### src/rtl/sig_pkg.sv
// Shared signal-controller definitions: country/highway light encodings and sensor defaults.
// Used by car_sensor_if and sig_control.
package sig_pkg;

  localparam logic [2:0] LT_GREEN  = 3'b001;
  localparam logic [2:0] LT_YELLOW = 3'b010;
  localparam logic [2:0] LT_RED    = 3'b100;

  localparam int DEBOUNCE_DEF = 4;

  function automatic logic is_green(input logic [2:0] light);
    return light == LT_GREEN;
  endfunction

endpackage

### src/rtl/sensor_debounce.sv
// Two-flop synchroniser plus debouncer for one raw inductive-loop input.
// rise/fall are combinational and high in the cycle whose closing edge flips the level.
module sensor_debounce
  import sig_pkg::*;
#(
  parameter int DEBOUNCE = DEBOUNCE_DEF
) (
  input  logic clock,
  input  logic clear,
  input  logic raw,
  output logic level,
  output logic rise,
  output logic fall
);

  localparam int CW = $clog2(DEBOUNCE + 1);

  logic          sync_1;
  logic          sync_2;
  logic [CW-1:0] cnt;
  logic          flip;

  // The DEBOUNCE-th consecutive disagreeing cycle flips the level at its closing edge.
  assign flip = (sync_2 != level) && (cnt == CW'(DEBOUNCE - 1));
  assign rise = flip && sync_2;
  assign fall = flip && !sync_2;

  always_ff @(posedge clock) begin
    if (clear) begin
      sync_1 <= 1'b0;
      sync_2 <= 1'b0;
      level  <= 1'b0;
      cnt    <= '0;
    end else begin
      sync_1 <= raw;
      sync_2 <= sync_1;
      if (sync_2 == level || flip) begin
        cnt <= '0;
      end else begin
        cnt <= cnt + 1'b1;
      end
      if (flip) begin
        level <= sync_2;
      end
    end
  end

endmodule

### src/rtl/car_sensor_if.sv
// Country-road car-present producer: debounced arrival/exit loops, queued-car counter, x output.
// Optional stuck-arrival-loop detector enabled by defining SENSOR_STUCK_DET_EN.
module car_sensor_if
  import sig_pkg::*;
#(
  parameter int DEBOUNCE = DEBOUNCE_DEF,
  parameter int CNT_W    = 4
`ifdef SENSOR_STUCK_DET_EN
  , parameter int STUCK_CYCLES = 1024
`endif
) (
  input  logic             clock,
  input  logic             clear,
  input  logic             loop_raw,
  input  logic             exit_raw,
  input  logic [2:0]       crd,
  output logic             x,
  output logic [CNT_W-1:0] car_count,
  output logic             sat,
  output logic             fault
);

  localparam logic [CNT_W-1:0] CNT_MAX = '1;

  logic loop_level, loop_rise, loop_fall;
  logic exit_level, exit_rise, exit_fall;
  logic arrive, depart;

  logic [CNT_W-1:0] count_next;
  logic             sat_next;
  logic             fault_next;

  sensor_debounce #(.DEBOUNCE(DEBOUNCE)) u_loop_deb (
    .clock (clock),
    .clear (clear),
    .raw   (loop_raw),
    .level (loop_level),
    .rise  (loop_rise),
    .fall  (loop_fall)
  );

  sensor_debounce #(.DEBOUNCE(DEBOUNCE)) u_exit_deb (
    .clock (clock),
    .clear (clear),
    .raw   (exit_raw),
    .level (exit_level),
    .rise  (exit_rise),
    .fall  (exit_fall)
  );

  assign arrive = loop_rise;
  // Exit-loop hits only count as departures while the country light is green.
  assign depart = exit_rise && is_green(crd);

  always_comb begin
    count_next = car_count;
    sat_next   = sat;
    if (arrive && !depart) begin
      if (car_count == CNT_MAX) begin
        sat_next = 1'b1;
      end else begin
        count_next = car_count + 1'b1;
      end
    end else if (depart && !arrive && car_count != '0) begin
      count_next = car_count - 1'b1;
    end
  end

`ifdef SENSOR_STUCK_DET_EN
  localparam int SW = $clog2(STUCK_CYCLES + 1);

  logic [SW-1:0] stuck_cnt;

  always_ff @(posedge clock) begin
    if (clear || !loop_level) begin
      stuck_cnt <= '0;
    end else if (stuck_cnt != SW'(STUCK_CYCLES)) begin
      stuck_cnt <= stuck_cnt + 1'b1;
    end
  end

  always_comb begin
    fault_next = fault;
    if (loop_fall) begin
      fault_next = 1'b0;
    end else if (loop_level && stuck_cnt == SW'(STUCK_CYCLES - 1)) begin
      fault_next = 1'b1;
    end
  end

  logic unused_deb;
  assign unused_deb = ^{exit_level, exit_fall};
`else
  assign fault_next = 1'b0;

  logic unused_deb;
  assign unused_deb = ^{loop_level, loop_fall, exit_level, exit_fall};
`endif

  always_ff @(posedge clock) begin
    if (clear) begin
      car_count <= '0;
      sat       <= 1'b0;
      fault     <= 1'b0;
      x         <= 1'b0;
    end else begin
      car_count <= count_next;
      sat       <= sat_next;
      fault     <= fault_next;
      x         <= (count_next != '0) || fault_next;
    end
  end

endmodule

### config.mk
export PLATFORM = sky130hd
export DESIGN_NAME = car_sensor_if
export DESIGN_NICKNAME = d
export VERILOG_FILES = /design/src/rtl/sig_pkg.sv /design/src/rtl/sensor_debounce.sv /design/src/rtl/car_sensor_if.sv
export SDC_FILE = /design/constraint.sdc
export NUM_CORES = 1
export LEC_CHECK = 0
export ABC_AREA = 1
export CORE_MARGIN = 5
export CORE_UTILIZATION = 35
export CTS_BUF_LIST = sky130_fd_sc_hd__clkbuf_8
export CTS_CLUSTER_DIAMETER = 50
export DETAILED_ROUTE_END_ITERATION = 10
export GPL_ROUTABILITY_DRIVEN = 0
export SLEW_MARGIN = 5
export SYNTH_ARGS = -nofsm -noshare
export SYNTH_HDL_FRONTEND = slang
export SYNTH_SLANG_ARGS = --single-unit
### constraint.sdc
create_clock -name clock -period 1.7 [get_ports clock]
set_input_delay 0.34 -clock clock [delete_from_list [all_inputs] [get_ports clock]]
set_output_delay 0.34 -clock clock [all_outputs]
set_load 0.005 [all_outputs]
==> results of run 1 <==
==> state kept, by name, indices dropped and copies added (netlist names) <==
register / flops
u_loop_deb.level: 1
u_exit_deb.sync_2: 1
car_count: 4
u_exit_deb.level: 1
sat: 1
u_exit_deb.cnt: 3
u_loop_deb.cnt: 3
u_loop_deb.sync_1: 1
u_loop_deb.sync_2: 1
u_exit_deb.sync_1: 1
x: 1
==> where the power goes <==
group          internal, W  switching, W  leakage, nW
clock             0.000157      0.000123       0.0216
sequential        0.000428    0.00000326        0.146
combinational    0.0000190     0.0000162        0.367
==> kinds of logic (layout without fill, tap and decap cells) <==
group,Yosys count,in the layout
adders and majority gates,6,6
buffers and inverters,29,43
and+or+nand+nor,64,64
AOI/OAI and AO/OA,11,11
xor gates and xnor gates,3,3
other,1,1
DFF,18,18
==> critical path, stage by stage, from the launching register on <==
cell and delay, ns:
dfxtp_1 0.33, ha_1 0.16, ha_2 0.18, nand3_2 0.12, nor2_2 0.19, nand2_1 0.11
nand3_1 0.12, nand2_1 0.07, nor2_2 0.10, a21oi_2 0.05
==> Yosys cell counts (2+ instances only) <==
cell	number	area, sq um
o21ai_0	4	20.0
inv_1	23	86.3
nand2_1	26	97.6
nand3_2	3	30.0
ha_1	6	75.1
dfxtp_1	18	360
nand2_2	3	18.8
nor2_2	4	25.0
xor2_1	2	17.5
nand3_1	9	45.0
a21oi_1	5	25.0
inv_2	3	11.3
nor2_1	17	63.8
==> how the worst max path moves through the flow <==
stage	from	endpoint	slack, ns	depth (start not counted)
final	u_loop_deb.cnt[0]	x	0.15	9
after CTS	car_count[2]	car_count[2]	0.004	1
after floorplan	u_exit_deb.cnt[0]	x	0.24	10
after global placement	crd[2]	x	-0.02	10
after global routing	u_loop_deb.cnt[0]	x	-0.02	9
after detailed placement	crd[2]	x	-0.04	10
==> cell type report <==
| type | instances | area [sq um] |
|---|---|---|
| clock buffer | 3 | 41.3 |
| inverter | 26 | 97.6 |
| sequential | 18 | 362 |
| multi-input combinational | 85 | 489 |
| tap | 30 | 37.5 |
| timing repair buffer | 14 | 135 |
| fill | 267 | 1360 |
==> per-stage QoR <==
stage	TNS (ns)	total power, W	hold WS [ns]	cells
2_1_floorplan	0	0.000457	0.388	132
3_3_place_gp	-0.0246	0.000474	0.390	173
3_5_place_dp	-0.0358	0.000476	0.396	173
4_1_cts	0	0.000767	0.406	176
5_1_grt	-0.0157	0.000790	0.428	176
6_report	0	0.000746	0.403	176
==> per-layer routing <==
| metal | wire length, um | share of wire (%) |
|---|---|---|
| met1 | 725 | 45 |
| met4 | 12 | 0.74 |
| met2 | 797 | 49 |
| met5 | 0 | 0 |
| met3 | 85 | 5.2 |
==> qor.csv, run 1 <==
metric,value,unit
post-DR wirelength/cell,9.21,um
CTS Buf Count,3,
WHS Endpoint,u_loop_deb.sync_2,
Initial Util,37.5,%
Mapped Cells,132,
number of global-route vias before repair,730,
First-pass DRT Iterations,4,
syn_nets,145,
final hold violations,0,
adder-cell share of the synthesized area,7.95,%
"Max FO, Critical Path",4,
mux contribution to synthesized area,0,%
DIE AREA,3840,sq um
drt total wl,1620,um
status,completed,
Final Net Count,161,
Post-synth EDFFs,0,
Final ANT Viol Nets,0,
Hold Crit Class,reg2reg,
CTS tree,built,
FF-to-FF path depth,9,
critical path required time,1.84,ns
"commonest non-fill, non-tap cell in the layout",nand2_1,
Antenna Cells,0,
DRC Markers,0,
Fmax,0.645,GHz
Worst R2R End,x,
Power Dens Cells,642,nW/um^2
met3 Use GR,3.31,%
drt via density,4.57,
Die Span Y,62.0,um
sequential cell area fraction in the yosys report,38.1,%
Synth Warn #,0,
Overflow after GRT,0,
Synth-to-Final Area Change,23.0,%
Yosys reg bits,18,
max_cap viols,0,
"worst slack, placed",-0.0358,ns
total clock sinks,18,
"Worst Setup Slack, final",0.150,ns
number of vias after detailed routing,805,
largest family of logic cells by synthesized area,simple AND/OR/NAND/NOR gates,
setup bufs post-CTS,0,
fraction of layout cells with a size suffix above 1,18.5,%
GRT busiest layer,met2,
Setup CP Type,reg2reg,
"Avg Cell Area, Syn",7.16,sq um
met2 Use GR,17.3,%
initial antenna violation count,0,
largest net degree at the start of global routing,11,
Final Core Density,46.1,%
Startpoint Class,flop,
CP Capture Type,flop,
clk slew on worst S/H paths,0.06,ns
root buf cell,clkbuf_8,
Worst R2R Setup Slack,0.15,ns
PostCTS Resize Cnt,0,
count of input and output buffers,12,
hold_buf cts,0,
total global-route track usage,9.92,%
complex-gate fraction of the synthesized area,6.49,%
XOR/XNOR Fraction of Synth Area,2.78,%
first-pass GRT wire length,2810,um
"Async S/R FF share, synth",0,%
RR Startpoint,u_loop_deb.cnt[0],
LEAKAGE,0.535,nW
clk_lat worst skew,0.24,ns
final setup violating endpoints,0,
Post-Syn Area,945,sq um
# IOs,14,
Most used DFF post-synth,dfxtp_1,
fin crit share,91.2,%
"Slew Viols, Final",0,
Setup Skew,0.000917,ns
Core ar.,2520,sq um
Hold Crit Depth,2,
VDD IR max,573,uV
H-tree lvl count,1,
"commonest cells after routing, fill and taps aside","nand2_1 (25), inv_1 (23), dfxtp_1 (17), nor2_1 (15), clkdlybuf4s50_1 (12)",
minimum clock period,1.55,ns
instance area at placement,1090,sq um
Arrival @ worst endpoint,1.69,ns
row count,18,
CTS Buffer Depth,2,
post-synthesis cell type count,22,
GR Layer Usage met1,11.1,%
Die X-Extent,62.0,um
min-delay src,u_loop_deb.sync_1,
Post-DP HPWL,1300,um
drt first-iter violations,13,
Synth Area in Simple Gates,31.5,%
fin area,1160,sq um
Note: power is estimated with default switching activity, not from simulation.
==> inputs of run 2 (changes only) <==
- CORE_ASPECT_RATIO: unset -> 1.2
==> qor.csv, run 2 (same netlist as run 1, synthesis figures left out) <==
metric,value,unit
M1 WL,750,um
critical path required time,1.84,ns
"Worst Setup Slack, final",0.119,ns
Post-DP HPWL,1360,um
# IOs,14,
clk slew on worst S/H paths,0.07,ns
wire length on met2,871,um
length of routed met3 wiring,49,um
CTS Buf Count,3,
area taken by multi-input logic gates,472,sq um
Fmax,0.633,GHz
Arrival @ worst endpoint,1.72,ns
"Slew Viols, Final",0,
setup bufs post-CTS,0,
drt first-iter violations,24,
DIE AREA,3840,sq um
root buf cell,clkbuf_8,
Design Power,0.000805,W
instance area at placement,1100,sq um
Final Net Count,161,
"commonest cells after routing, fill and taps aside","nand2_1 (25), inv_1 (23), nor2_1 (17), dfxtp_1 (15), clkdlybuf4s50_1 (12)",
CTS Buffer Depth,2,
total clock sinks,18,
RSZ-0062 raised after global routing,false,
CP Capture Type,flop,
filler instances,276,
number of global-route vias before repair,692,
Antenna Cells,0,
register area,364,sq um
status,completed,
First-pass DRT Iterations,4,
Initial Util,37.0,%
drt via density,4.41,
DRC Markers,0,
crit path buf inv count,1,
largest net degree at the start of global routing,11,
CP Cell Sequence,ha_1 -> ha_2 -> inv_1 -> nor2_1 -> nand3_2 -> nand2_2 -> nand2_2 -> nand3_1 -> nand2_1 -> nor2_1 -> a21oi_2,
VDD IR max,559,uV
Die Span Y,66.9,um
Power Dens Cells,691,nW/um^2
post-DR wirelength/cell,9.40,um
"worst slack, placed",-0.0218,ns
final hold violations,0,
fin crit share,93.0,%
Largest Register,car_count,
Largest regs,"car_count: 4 flops, u_exit_deb.cnt: 3 flops, u_loop_deb.cnt: 3 flops",
initial antenna violation count,0,
LEAKAGE,0.543,nW
first-pass GRT wire length,2720,um
CTS tree,built,
slowest CP cell,dfxtp_2,
"commonest non-fill, non-tap cell in the layout",nand2_1,
Hold Crit Class,reg2reg,
count of input and output buffers,12,
Startpoint Class,flop,
Synth-to-Final Area Change,23.3,%
"CP delay by family, top",simple AND/OR/NAND/NOR gates,
fin area,1160,sq um
final setup violating endpoints,0,
max_cap viols,0,
Final ANT Viol Nets,0,
Largest register FFs,4,
crit-path max cell delay,0.33,ns
Setup CP Type,reg2reg,
fraction of layout cells with a size suffix above 1,18.4,%
minimum clock period,1.58,ns
number of vias after detailed routing,793,
H-tree lvl count,1,
max layer used,met4,
Setup Skew,0.00333,ns
total global-route track usage,9.01,%
Die X-Extent,57.4,um
drt total wl,1690,um
clk_lat worst skew,0.25,ns
Overflow after GRT,0,
row count,20,
"Max FO, Critical Path",4,
Core ar.,2550,sq um
run 2: cell type report:
| class | instances | area share (%) |
|---|---|---|
| Multi-Input combinational cell | 85 | 40.5 |
| Timing Repair Buffer | 14 | 11.6 |
| Sequential cell | 18 | 31.3 |
| Clock buffer | 4 | 4.73 |
| Tap cell | 33 | 3.54 |
| Inverter | 26 | 8.38 |
run 2: metrics by stage:
stage               TNS (ns)  hold slack [ns]  util (%)  instances
floorplan                  0            0.388         -        132
global placement     -0.0287            0.391      43.0        176
finish                     0            0.397      45.6        180
CTS                        0            0.403      45.2        180
global route               0            0.423      45.6        180
detailed placement   -0.0218            0.393      43.0        176
run 2: path summary, 6_finish.rpt:
kind / from / to / slack (ns) / depth (start not counted)
max: u_exit_deb.cnt[0] / x / 0.12 / 11
min: u_exit_deb.cnt[0] / u_exit_deb.cnt[0] / 0.40 / 1
max reg2reg: u_exit_deb.cnt[0] / x / 0.12 / 11
min reg2reg: u_exit_deb.cnt[0] / u_exit_deb.cnt[0] / 0.40 / 1
run 2: per-layer routing:
metal / vias to the layer above / global-route usage (%)
met5: - / 0
met1: 359 / 9.36
met4: 0 / 5.22
li1: 426 / -
met3: 2 / 2.13
met2: 6 / 16.2
run 2: report_power, final:
group          total [W]  internal (W)  switching [W]
registers       0.000431      0.000428     0.00000337
clock network   0.000338      0.000205       0.000133
logic          0.0000352     0.0000189      0.0000162
total           0.000805      0.000652       0.000153
run 2: repair_timing:
action | in CTS | in global routing
endpoints found under the setup margin | 0 | 2
resized for setup | 0 | 6
hold buffers | 0 | 0
==> patch, RTL diff (settings of run 2) <==
The option `SENSOR_STUCK_DET_EN` is turned on by a define.
--- a/src/rtl/car_sensor_if.sv
+++ b/src/rtl/car_sensor_if.sv
@@ -1,5 +1,7 @@
 // Country-road car-present producer: debounced arrival/exit loops, queued-car counter, x output.
 // Optional stuck-arrival-loop detector enabled by defining SENSOR_STUCK_DET_EN.
+`define SENSOR_STUCK_DET_EN
+
 module car_sensor_if
   import sig_pkg::*;
 #(
Check against the original RTL: same outputs for any inputs over 10 cycles, from zero or initial values; that may be too few to reach the edited logic, so the function may still have changed.
==> patch against run 2 <==
Wire length rose by 68%. Clock power rose by 67%. Synthesized area rose by 54%. Total power rose by 63%. Sequential cell count rose by 12. Worst setup slack got worse by 0.0053 ns. Cell area rose by 60%. Highest routed layer unchanged.
==> patch: results (changes against run 2) <==
synthesis warning total=0 (unchanged); Seq/Total Area, Yosys=0.414 (+0.0327); compound-cell area share of the yosys netlist=0.101 (+0.0360); detailed-placement wirelength estimate=2210 um (+63%); Via density=4.49 (+2.0%); met1 Usage GRT=0.130 (+0.0363); Clk Latency, worst-skew pair=0.28 ns (+0.03 ns); post-synthesis adder-cell area fraction=0.0690 (-0.0104); hold path endpoint=u_exit_deb.sync_2; R2R depth=11 (unchanged); P_leak=0.729 nW (+34%); met2 Resource Use GR=0.194 (+0.0315); FILL cells=414 (+50%); syn_nets=212 (+46%); Hold Crit Start=u_exit_deb.sync_1; pin count of the biggest net entering global routing=10 (-1); final WL=2840 um (+68%); largest cells by area after synthesis=dfxtp_1 (41%), nor2_1 (8.3%), inv_1 (8.0%), ha_1 (6.9%), nand2_1 (6.7%); Layout Skew=0.00468 ns (+0.00135 ns); hold depth=2 (+1); CTS Buf Count=5 (+2); pre-CTS setup slack=-0.0839 ns (-0.0622 ns); VDD IR max=0.000400 V (-28%); commonest cells in the netlist=nor2_1 (32), inv_1 (31), dfxtp_1 (30), nand2_1 (26), nand3_1 (15); Worst Path Arrival=1.76 ns (+0.04 ns); area of the multi-input gates=768 um2 (+63%); met2 routed WL=1420 um (+63%); Metal-1 WL=1240 um (+65%); first-pass GRT wire length=4830 um (+78%); GR Util All Layers=0.117 (+0.0265); starting DRC count in detailed routing=50 (+110%); Max Freq=631 MHz (-0.33%); vias=1249 (+58%); crit-path max FO=5 (+1); IO buf count=13 (+1); Syn Inst Count=197 (+49%); Max Root-Sink Buffers=2 (unchanged); Post-DP Area=1690 um2 (+54%); via count of the first global-routing pass=1140 (+65%); synth unique cells=25 (+14%); DR WL met3=123 um (+150%); layout cells sized above 1=0.179 (-0.00510); diodes inserted=0 (unchanged); hold_ws=0.409 ns (+0.0112 ns); nets@finish=238 (+48%); met3 global-route usage=0.0378 (+0.0164); initial antenna violation count=0 (unchanged); Inst Count DP=269 (+53%); htree depth=2 (+1); largest family of logic cells by synthesized area=simple AND/OR/NAND/NOR gates; Clock Root Buffer=clkbuf_8; delay of the slowest critical-path stage=0.35 ns (+0.02 ns); status=finished clean; Largest regs=stuck_cnt x11, car_count x4; post-synthesis xor/xnor area fraction=0.0181 (-0.00970); crit path capture=x
patch: cell types whose count changed in the layout (fill, tap and decap cells not counted), moves of 7 or more:
cell / delta
a21oi_1: +7
dfxtp_1: +11
inv_1: +9
nor2_1: +15
patch: power breakdown:
part	internal, mW	switching, mW	leakage (nW)	total, mW
clock network	0.320	0.246	0.0524	0.566
logic	0.0198	0.0147	0.432	0.0345
registers	0.709	0.00460	0.245	0.714
patch: area by class of cell:
cell class / count / share of cell area
multi-input combinational: 129 / 0.412
tap: 54 / 0.0363
clock buffer: 6 / 0.0443
inverter: 36 / 0.0752
sequential: 30 / 0.325
clock inverter: 2 / 0.00470
timing repair buffer: 21 / 0.102
patch: tightest hold or removal path: stages, from the launching register on:
cell	delay (ns)
dfxtp_1	0.30
inv_1	0.04
nor2_1	0.03
patch: timing repair:
item	in CTS	in global routing
setup endpoints to repair	1	3
pin swaps	0	12
buffers inserted	0	1
resized for setup	1	17
